$ cat src/rtl/vx_lsu_coalescer.sv
// LSU-to-dcache request coalescer: merges lanes sharing a memory line into one
// line request, tracks loads in a pending table and reassembles per-lane responses.
module vx_lsu_coalescer #(
   parameter int NUM_LANES  = 4,
   parameter int WORD_SIZE  = 4,
   parameter int LINE_SIZE  = 16,
   parameter int QUEUE_SIZE = 8,
   parameter int TAG_WIDTH  = 8,
   localparam int WORDS   = LINE_SIZE / WORD_SIZE,
   localparam int OFS_W   = $clog2(WORDS),
   localparam int WADDR_W = 32 - $clog2(WORD_SIZE),
   localparam int LADDR_W = 32 - $clog2(LINE_SIZE),
   localparam int QIDX_W  = $clog2(QUEUE_SIZE),
   localparam int QTAG_W  = QIDX_W + NUM_LANES,
   localparam int WORD_W  = 8 * WORD_SIZE
) (
   input  logic                          clk,
   input  logic                          reset,
   input  logic                          in_req_valid,
   output logic                          in_req_ready,
   input  logic                          in_req_rw,
   input  logic [NUM_LANES-1:0]          in_req_mask,
   input  logic [NUM_LANES*WADDR_W-1:0]  in_req_addr,
   input  logic [NUM_LANES*WORD_SIZE-1:0] in_req_byteen,
   input  logic [NUM_LANES*WORD_W-1:0]   in_req_data,
   input  logic [TAG_WIDTH-1:0]          in_req_tag,
   output logic                          mem_req_valid,
   input  logic                          mem_req_ready,
   output logic                          mem_req_rw,
   output logic [LADDR_W-1:0]            mem_req_addr,
   output logic [LINE_SIZE-1:0]          mem_req_byteen,
   output logic [8*LINE_SIZE-1:0]        mem_req_data,
   output logic [QTAG_W-1:0]             mem_req_tag,
   input  logic                          mem_rsp_valid,
   output logic                          mem_rsp_ready,
   input  logic [8*LINE_SIZE-1:0]        mem_rsp_data,
   input  logic [QTAG_W-1:0]             mem_rsp_tag,
   output logic                          in_rsp_valid,
   input  logic                          in_rsp_ready,
   output logic [NUM_LANES-1:0]          in_rsp_mask,
   output logic [NUM_LANES*WORD_W-1:0]   in_rsp_data,
   output logic [TAG_WIDTH-1:0]          in_rsp_tag
);

   localparam int LIDX_W = (NUM_LANES > 1) ? $clog2(NUM_LANES) : 1;

   typedef enum logic {IDLE, ISSUE} state_t;
   state_t state, state_next;

   logic                  req_rw;
   logic [WADDR_W-1:0]    req_addr   [NUM_LANES];
   logic [WORD_SIZE-1:0]  req_byteen [NUM_LANES];
   logic [WORD_W-1:0]     req_data   [NUM_LANES];
   logic [QIDX_W-1:0]     req_qidx;
   logic [NUM_LANES-1:0]  pend, group, pend_left;
   logic [LIDX_W-1:0]     leader;
   logic [LADDR_W-1:0]    leader_line;

   logic [QUEUE_SIZE-1:0] q_valid;
   logic [TAG_WIDTH-1:0]  q_tag  [QUEUE_SIZE];
   logic [NUM_LANES-1:0]  q_mask [QUEUE_SIZE];
   logic [NUM_LANES-1:0]  q_rem  [QUEUE_SIZE];
   logic [OFS_W-1:0]      q_ofs  [QUEUE_SIZE][NUM_LANES];
   logic [WORD_W-1:0]     q_buf  [QUEUE_SIZE][NUM_LANES];

   logic [QIDX_W-1:0]     alloc_idx, rsp_idx;
   logic                  full, in_fire, alloc, mem_fire;
   logic                  rsp_fire, rsp_hit, done;
   logic [NUM_LANES-1:0]  rsp_grp, rsp_take, rem_next;
   logic [WORD_W-1:0]     buf_next [NUM_LANES];
   logic [NUM_LANES*WORD_W-1:0] buf_flat;

   // lowest free entry; full is judged on the table as it stands this cycle
   always_comb begin
      alloc_idx = '0;
      full      = 1'b1;
      for (int q = QUEUE_SIZE - 1; q >= 0; q--) begin
         if (!q_valid[q]) begin
            alloc_idx = QIDX_W'(q);
            full      = 1'b0;
         end
      end
   end

   assign in_req_ready = (state == IDLE) && (in_req_rw || !full);
   assign in_fire      = in_req_valid && in_req_ready;
   assign alloc        = in_fire && !in_req_rw && (|in_req_mask);

   always_comb begin
      leader = '0;
      group  = '0;
      for (int i = NUM_LANES - 1; i >= 0; i--) begin
         if (pend[i]) leader = LIDX_W'(i);
      end
      leader_line = req_addr[leader][WADDR_W-1:OFS_W];
      for (int i = 0; i < NUM_LANES; i++) begin
         group[i] = pend[i] && (req_addr[i][WADDR_W-1:OFS_W] == leader_line);
      end
   end

   // ascending lane order lets the highest lane win an overlapping store byte
   always_comb begin
      mem_req_valid  = (state == ISSUE);
      mem_req_rw     = 1'b0;
      mem_req_addr   = '0;
      mem_req_byteen = '0;
      mem_req_data   = '0;
      mem_req_tag    = '0;
      if (state == ISSUE) begin
         mem_req_rw   = req_rw;
         mem_req_addr = leader_line;
         mem_req_tag  = {req_qidx, group};
         if (req_rw) begin
            for (int i = 0; i < NUM_LANES; i++) begin
               for (int b = 0; b < WORD_SIZE; b++) begin
                  if (group[i] && req_byteen[i][b]) begin
                     mem_req_byteen[int'(req_addr[i][OFS_W-1:0]) * WORD_SIZE + b] = 1'b1;
                     mem_req_data[(int'(req_addr[i][OFS_W-1:0]) * WORD_SIZE + b) * 8 +: 8] =
                        req_data[i][b*8 +: 8];
                  end
               end
            end
         end else begin
            mem_req_byteen = '1;
         end
      end
   end

   assign mem_fire  = mem_req_valid && mem_req_ready;
   assign pend_left = pend & ~group;

   always_comb begin
      state_next = state;
      case (state)
         IDLE:    if (in_fire && (|in_req_mask)) state_next = ISSUE;
         ISSUE:   if (mem_fire && (pend_left == '0)) state_next = IDLE;
         default: state_next = IDLE;
      endcase
   end

   always_ff @(posedge clk or negedge reset) begin
      if (!reset) begin
         state <= IDLE;
         pend  <= '0;
      end else begin
         state <= state_next;
         if (in_fire)       pend <= in_req_mask;
         else if (mem_fire) pend <= pend_left;
      end
   end

   always_ff @(posedge clk) begin
      if (in_fire) begin
         req_rw   <= in_req_rw;
         req_qidx <= alloc_idx;
         for (int i = 0; i < NUM_LANES; i++) begin
            req_addr[i]   <= in_req_addr[i*WADDR_W +: WADDR_W];
            req_byteen[i] <= in_req_byteen[i*WORD_SIZE +: WORD_SIZE];
            req_data[i]   <= in_req_data[i*WORD_W +: WORD_W];
         end
      end
   end

   assign mem_rsp_ready = !(in_rsp_valid && !in_rsp_ready);
   assign rsp_idx       = mem_rsp_tag[QTAG_W-1:NUM_LANES];
   assign rsp_grp       = mem_rsp_tag[NUM_LANES-1:0];
   assign rsp_fire      = mem_rsp_valid && mem_rsp_ready;
   assign rsp_hit       = rsp_fire && q_valid[rsp_idx];
   assign rsp_take      = rsp_grp & q_rem[rsp_idx];
   assign rem_next      = q_rem[rsp_idx] & ~rsp_grp;
   assign done          = rsp_hit && (rem_next == '0);

   always_comb begin
      buf_flat = '0;
      for (int i = 0; i < NUM_LANES; i++) begin
         buf_next[i] = rsp_take[i] ? mem_rsp_data[int'(q_ofs[rsp_idx][i]) * WORD_W +: WORD_W]
                                   : q_buf[rsp_idx][i];
         buf_flat[i*WORD_W +: WORD_W] = buf_next[i];
      end
   end

   // responses to entries discarded by reset find q_valid clear and are dropped
   always_ff @(posedge clk or negedge reset) begin
      if (!reset) begin
         q_valid <= '0;
      end else begin
         if (done)  q_valid[rsp_idx]   <= 1'b0;
         if (alloc) q_valid[alloc_idx] <= 1'b1;
      end
   end

   always_ff @(posedge clk) begin
      if (rsp_hit) begin
         q_rem[rsp_idx] <= rem_next;
         for (int i = 0; i < NUM_LANES; i++) q_buf[rsp_idx][i] <= buf_next[i];
      end
      if (alloc) begin
         q_tag[alloc_idx]  <= in_req_tag;
         q_mask[alloc_idx] <= in_req_mask;
         q_rem[alloc_idx]  <= in_req_mask;
         for (int i = 0; i < NUM_LANES; i++) begin
            q_ofs[alloc_idx][i] <= in_req_addr[i*WADDR_W +: OFS_W];
            q_buf[alloc_idx][i] <= '0;
         end
      end
   end

   always_ff @(posedge clk or negedge reset) begin
      if (!reset) begin
         in_rsp_valid <= 1'b0;
         in_rsp_mask  <= '0;
         in_rsp_data  <= '0;
         in_rsp_tag   <= '0;
      end else if (done) begin
         in_rsp_valid <= 1'b1;
         in_rsp_mask  <= q_mask[rsp_idx];
         in_rsp_data  <= buf_flat;
         in_rsp_tag   <= q_tag[rsp_idx];
      end else if (in_rsp_ready) begin
         in_rsp_valid <= 1'b0;
      end
   end

endmodule

$ cat config.mk
export PLATFORM = sky130hd
export DESIGN_NAME = vx_lsu_coalescer
export DESIGN_NICKNAME = d
export VERILOG_FILES = /design/src/rtl/vx_lsu_coalescer.sv
export SDC_FILE = /design/constraint.sdc
export NUM_CORES = 2
export LEC_CHECK = 0
export CAP_MARGIN = 30
export CORE_MARGIN = 5
export CORE_UTILIZATION = 40
export DETAILED_ROUTE_END_ITERATION = 10
export MAX_ROUTING_LAYER = met4
export SKIP_LAST_GASP = 1
export SLEW_MARGIN = 15
export SYNTH_ARGS = -nofsm -noshare
export SYNTH_HDL_FRONTEND = slang
export SYNTH_SLANG_ARGS = --single-unit
$ cat constraint.sdc
create_clock -name clk -period 12.3 [get_ports clk]
set_clock_uncertainty 0.05 [all_clocks]
set_input_delay 3.69 -clock clk [delete_from_list [all_inputs] [get_ports clk]]
set_output_delay 3.69 -clock clk [all_outputs]
set_load 0.05 [all_outputs]
======== After elaboration in Yosys (flattened, before gate mapping) ========
Memories as Yosys holds them, arrays and structs flattened. A register that Yosys moved wholly into a read port is not among the register bits.
Index checks and enable logic that the tools add are counted.
operators by class
  mux-type cells .......................... 191
  bitwise gates (word level) .............. 25
  $lt $le $gt $ge ......................... 36
  equal/unequal tests ..................... 4
  shift-type cells ........................ 36
  reductions and logical operators ........ 61
  add/sub/neg operators ................... 28
operators with widths
  cell                                                                                  count
  128-bit two-way mux                                                                   48
  8-bit by 33-bit variable shift with 128-bit output, first input constant              16
  8-bit by 33-bit indexed part select with 128-bit output                               16
  128-bit bitwise mux                                                                   15
  16-bit two-way mux                                                                    47
  128-bit by 8-bit indexed part select with 32-bit output                               4
  8-bit negation with 33-bit output                                                     12
  32-bit by 1-bit greater-or-equal comparator with 1-bit output, second input constant  12
  32-bit by 6-bit < comparator with 1-bit output, second input constant                 12
  16-bit bitwise OR                                                                     12
  7-bit negation with 33-bit output                                                     4
  128-bit AND                                                                           1
  32-bit two-way mux                                                                    4
  28-bit equality test                                                                  4
  1-bit logical AND                                                                     49
  1-bit demux with 4-bit select                                                         12
  16-bit by 13-bit bitwise OR with 16-bit output                                        3
  4-bit by 2-bit adder with 5-bit output, second input constant                         8
  1-bit two-way mux                                                                     38
  28-bit two-way mux                                                                    1
  3-bit two-way mux                                                                     8
  4-bit by 1-bit adder with 5-bit output, second input constant                         4
  4-bit by 5-bit < comparator with 1-bit output, second input constant                  4
  4-bit by 1-bit greater-or-equal comparator with 1-bit output, second input constant   4
  22 further kinds                                                                      43
storage, ports and cells
  register bits ........................... 146
  output and inout port bits .............. 324
  memories ................................ 8
  bits of input ports ..................... 418
  RAM bits ................................ 1480
memories
  name             depth  bits a word  rd ports  clocked after Yosys merged registers in  write ports  RTL line  text
  q_buf            8      128          1         0                                        2            64        logic [WORD_W-1:0] q_buf [QUEUE_SIZE][NUM_LANES];
  req_data         4      32           4         0                                        4            53        logic [WORD_W-1:0] req_data [NUM_LANES];
  req_addr         4      30           5         0                                        4            51        logic [WADDR_W-1:0] req_addr [NUM_LANES];
  q_ofs            8      8            1         0                                        1            63        logic [OFS_W-1:0] q_ofs [QUEUE_SIZE][NUM_LANES];
  q_tag            8      8            1         1                                        1            60        logic [TAG_WIDTH-1:0] q_tag [QUEUE_SIZE];
  q_mask           8      4            1         1                                        1            61        logic [NUM_LANES-1:0] q_mask [QUEUE_SIZE];
  2 more memories  --     --           --        --                                       --           --

======== Longest topological paths before layout ========
An unclocked memory read counts as a cell.
  depth after elaboration ................. 71
  depth in mapped cells ................... 16
  depth with buffers taken out ............ 10

======== Worst setup path before layout ========
OpenSTA, ideal clock, no wires.
  path type ............................... input to register
  start ................................... input in_req_rw
  end ..................................... memory q_mask[5][0] (enable)
  stages .................................. 10
  slack ................................... -3258 ps
  arrival time ............................ 15116 ps
  path buffers ............................ 3
  data required time ...................... 11858 ps
  library setup time ...................... 392 ps
  path through ............................ nor3_1 -> nor2_1 -> and2_1 -> clkbuf_1 -> o41ai_1 -> nor3b_1 -> nand2_1 -> inv_1 -> clkbuf_1 -> clkbuf_1
between the ends
  word-level cells in the longest chain between the ends .. 7
ends and longest elaborated chain
  item                                     RTL line  text
  start, declared                          21        input logic in_req_rw,
  1-bit logical OR                         85        assign in_req_ready = (state == IDLE) && (in_req_rw || !full);
  1-bit logical AND                        85
  via in_req_ready                         20        output logic in_req_ready,
  1-bit logical AND                        86        assign in_fire = in_req_valid && in_req_ready;
  via in_fire                              67        logic full, in_fire, alloc, mem_fire;
  1-bit logical AND (2 in a row)           87        assign alloc = in_fire && !in_req_rw && (|in_req_mask);
  1-bit two-way mux                        197       if (alloc) begin
  1-bit two-way mux (not written as such)  199       q_mask[alloc_idx] <= in_req_mask;
  end, declared                            61
The timed path passes the listed nets, and every way through them passes these cells.

======== Worst setup path in the final report ========
  start ................................... register pend[3]
  end ..................................... output mem_req_data[87]
between the ends
  word-level cells in the longest chain between the ends .. 71
ends and longest elaborated chain
  item                            RTL line  text
  start, declared                 55        logic [NUM_LANES-1:0] pend, group, pend_left;
  start signal, assigned          147       if (in_fire) pend <= in_req_mask;
  start signal, assigned          148       else if (mem_fire) pend <= pend_left;
  2-bit two-way mux (4 in a row)  93        if (pend[i]) leader = LIDX_W'(i);
  memory 4 x 30 bit               --
  28-bit equality test            97        group[i] = pend[i] && (req_addr[i][WADDR_W-1:OFS_W] == leader_line);
  1-bit logical AND               97
  1-bit logical AND               116       if (group[i] && req_byteen[i][b]) begin
  128-bit two-way mux             116
  128-bit two-way mux             113       if (req_rw) begin
  128-bit two-way mux             109       if (state == ISSUE) begin
  (+52 left out)                  --
  128-bit bitwise mux             118       mem_req_data[(int'(req_addr[i][OFS_W-1:0]) * WORD_SIZE + b) * 8 +: 8] =
  128-bit two-way mux             116
  128-bit two-way mux             113
  128-bit two-way mux             109
  128-bit bitwise mux             118
  128-bit two-way mux *           116
  128-bit two-way mux *           113
  128-bit two-way mux *           109
  end, declared                   32        output logic [8*LINE_SIZE-1:0] mem_req_data,
Mark *: on every way between the ends. The rest lies on a longest branch, timed or not. The select of a mux whose other input is x is not followed.

==> results.md <==
- Clk pwr share: 0.260
- Fin Setup TNS: 0 ns
- I/O Buffers: 741
- Syn Inst Count: 8139
- Drt drc: 0
- Nets: 8894
- Post-DP HPWL: 228300 um
- Die Y: 440.4 um
- Seq cells post-synth: 1638
- Via/cell ratio: 6.456
- Post-CTS Resized: 0
- Root Driver: clkbuf_16
- Initial antenna violation count: 88
- Int Pwr: 12.49 mW
- Register area: 38170 um2
- Pwr dens: 229.5 nW/um2
- Area grow syn2layout: 20.55%
- Vias in the first global route: 65440
- Fin. max-slew vios: 0
- First-pass GRT wire length: 491100 um
- Clock sink total: 1638
- Worst endpoint required time: 8.56 ns
- Post-CTS Setup Bufs: 0
- H-tree levels: 4
- Combinational share of power: 0.332
- # fillers: 17370
- Worst-Margin Slew: 1.165 ns
- Initial Utilization: 0.4010
- Gr usage total: 0.3542
- Status: finished clean
- YS warnings: 0
- Post-synthesis cell type count: 95
- DIE AREA: 194000 um2
- Mean post-synth cell area: 9.106 um2
- Post-synth top flop: dfxtp_1
- Crit Path Category: register to output port
- Worst path cell trace: buf_4 > nor3_4 > buf_4 > a211oi_2 > and2_2 > xnor2_1 > nor4_2 > and4_2 > buf_12 > a31oi_1 > a211oi_1 > o31ai_1 > clkdlybuf4s50_1
- Max cap viols: 0
- Post-Syn Nets: 8577
- Fraction of power spent switching nets: 0.3912
- Layout cells sized above 1: 0.06299
- Reg clk slew, reported paths: 0.06 ns
- Num CTS Buffers: 176
- Via count: 72030
- Worst-path maximum fanout: 62
- Seq/Total Area, Yosys: 0.5150
- Max IR drop VDD: 0.2233 mV
- First DRT Iteration DRCs: 9864
- Cts hold-fix bufs: 0
- Number of synthesized flops with an enable pin: 460
- Async SR Flop Fraction: 0.09402
- I/O pins: 742
- Unrepaired setup endpoints after global routing: false
- Highest clock rate: 94.05 MHz
- TritonCTS clock tree: done
- Setup crit start kind: register
- Final Power: 20.51 mW
- HP Class: register to register
- Gr ovfl total: 0
- Post-Syn Area: 74110 um2
- Sequential fraction of design power: 0.408
- R2R setup slack: 7.32 ns
- Arrival time at the worst endpoint: 6.89 ns
- Final period util: 0.8644
- Cell Rows: 158
- Cell repeated most along the worst path: buf_4
- Pleak: 31.97 nW
- Die width: 440.4 um
- Worst setup EP type: output port
- CP max-delay cell: clkdlybuf4s50_1
- Sw power: 8.022 mW
- Fin crit period: 10.63 ns
- WL final: 350500 um
- Antenna viol nets, final: 0
- Gpl congestion: 1.045
- Multi-input gate area: 32990 um2
- Largest net degree at the start of global routing: 195
- Clk_lat worst skew: 0.84 ns
- CTS max path bufs: 3
- DRT Pass-1 Iters: 7
- Routed WL per cell: 31.42 um
- Delay of the slowest critical-path stage: 0.99 ns
- Core footprint: 184800 um2
- Final Hold Vio Count: 0
- Rel. slew slack: 0.2236
- Setup Viol. Count Final: 0
==> cells in the mapped netlist, types with 54 or more instances <==
master,n,share of area
a21oi_1,298,0.020
and3_1,106,0.0089
a21o_1,54,0.0055
dfrtp_1,154,0.052
dfxtp_1,1024,0.28
nand2_1,1660,0.084
o21ai_0,567,0.038
nor2_1,80,0.0041
a22oi_1,360,0.036
a41o_1,128,0.017
edfxtp_1,460,0.19
clkbuf_1,595,0.030
o22ai_1,669,0.056
buf_1,90,0.0046
a221oi_1,166,0.020
a22o_1,153,0.018
and2_1,67,0.0057
nand3_1,711,0.048
==> power by group through the flow <==
stage / combinational, mW / sequential [mW] / clock [mW]
final: 6.81 / 8.36 / 5.34
after global routing: 7.25 / 8.50 / 5.61
after CTS: 6.73 / 8.31 / 5.39
after detailed placement: 6.69 / 8.41 / 0
after global placement: 6.59 / 8.35 / 0
after floorplan: 3.63 / 8.82 / 0
==> metrics by stage <==
| step | instance area [um2] | hold WS (ns) | setup slack (ns) | util | cells |
|---|---|---|---|---|---|
| 3_5_place_dp | 83170 | 0.4109 | 2.564 | 0.4500 | 10750 |
| 4_1_cts | 88970 | 0.4208 | 1.792 | 0.4814 | 11070 |
| 5_1_grt | 89330 | 0.4302 | 1.521 | 0.4833 | 11150 |
| 6_report | 89340 | 0.4191 | 1.668 | 0.4834 | 11160 |
| 3_3_place_gp | 82970 | 0.4026 | 2.419 | 0.4489 | 10730 |
| 2_1_floorplan | 74110 | 0.3939 | 1.374 | - | 8139 |
==> final cells by class <==
cell class | instances | share of cell area
sequential | 1638 | 0.4272
multi-input combinational | 5697 | 0.3692
timing repair buffer | 890 | 0.09951
clock buffer | 266 | 0.05705
tap | 2480 | 0.03473
clock inverter | 61 | 0.007870
inverter | 53 | 0.002395
antenna | 72 | 0.002017
==> final timing paths <==
kind                                                start                            to  depth (start not counted)
worst max register to register        pend[3]$_DFFE_PN0P_       mem_req_valid$_DFF_PN0_                         10
worst min register to register  q_buf[2][19]$_SDFFE_PP0P_     q_buf[2][19]$_SDFFE_PP0P_                          2
worst min-delay path            q_buf[2][19]$_SDFFE_PP0P_     q_buf[2][19]$_SDFFE_PP0P_                          2
worst max-delay path                  pend[3]$_DFFE_PN0P_              mem_req_data[87]                         13
max in group asynchronous                           reset           pend[1]$_DFFE_PN0P_                          2
min in group asynchronous                           reset  in_rsp_data[124]$_DFFE_PN0P_                          1
==> metal layers <==
layer  GRT usage  wire (um)
met2      0.5400     158900
met1      0.4430     134800
met3     0.06028      32030
met4      0.2103      24800
met5           -          0
==> critical path: cells and delay by family, from the launching register on <==
family                 cells  cell delay [ns]
flip-flops                 1             0.35
AO/OA/AOI/OAI              4             2.10
AND/OR/NAND/NOR            4             1.27
buffers and inverters      4             1.93
XOR/XNOR                   1             0.33
==> cell families (layout without fill, tap and decap cells) <==
logic type | Yosys count | in the layout | share of synthesized area
other cells | 0 | 72 | 0
fa+ha+maj | 20 | 20 | 0.003376
flops | 1638 | 1638 | 0.5150
compound gates | 2711 | 2711 | 0.2483
mux | 5 | 5 | 0.0008778
buf+inv | 804 | 1270 | 0.04340
simple gates | 2929 | 2929 | 0.1853
xor+xnor | 32 | 32 | 0.003782
==> placed cells by master (no fill, tap or decap), types with 20 or more instances in the layout <==
cell type	netlist	routed
nand3_1	711	711
nor4_1	29	23
nor2_1	80	78
clkbuf_16	0	179
o22ai_1	669	669
dfrtp_1	154	151
a211oi_1	33	33
nor3_1	50	48
a21boi_0	20	20
and3_1	106	105
a221oi_1	166	166
a22o_1	153	153
buf_4	14	113
clkbuf_1	595	57
clkdlybuf4s50_1	0	740
o21ai_0	567	567
a41o_1	128	128
nand4_1	29	29
dfxtp_1	1024	1024
inv_1	50	46
diode_2	0	72
a32o_1	41	41
edfxtp_1	460	460
a311oi_1	27	26
and2_1	67	63
a21o_1	54	54
clkbuf_8	0	30
a21oi_1	298	298
nand3b_1	39	39
a22oi_1	360	360
nand2_1	1660	1648
a31oi_1	41	40
==> sequential cells by signal, indices dropped and copies added, names as in the netlist <==
register,count
in_rsp_data,128
in_rsp_mask,4
in_rsp_tag,8
in_rsp_valid,1
mem_req_valid,1
pend,4
q_buf,1024
q_mask,32
q_ofs,64
q_rem,32
q_tag,64
q_valid,8
req_addr,120
req_byteen,16
req_data,128
req_qidx,3
req_rw,1
Power figures use the tool's default switching activity.
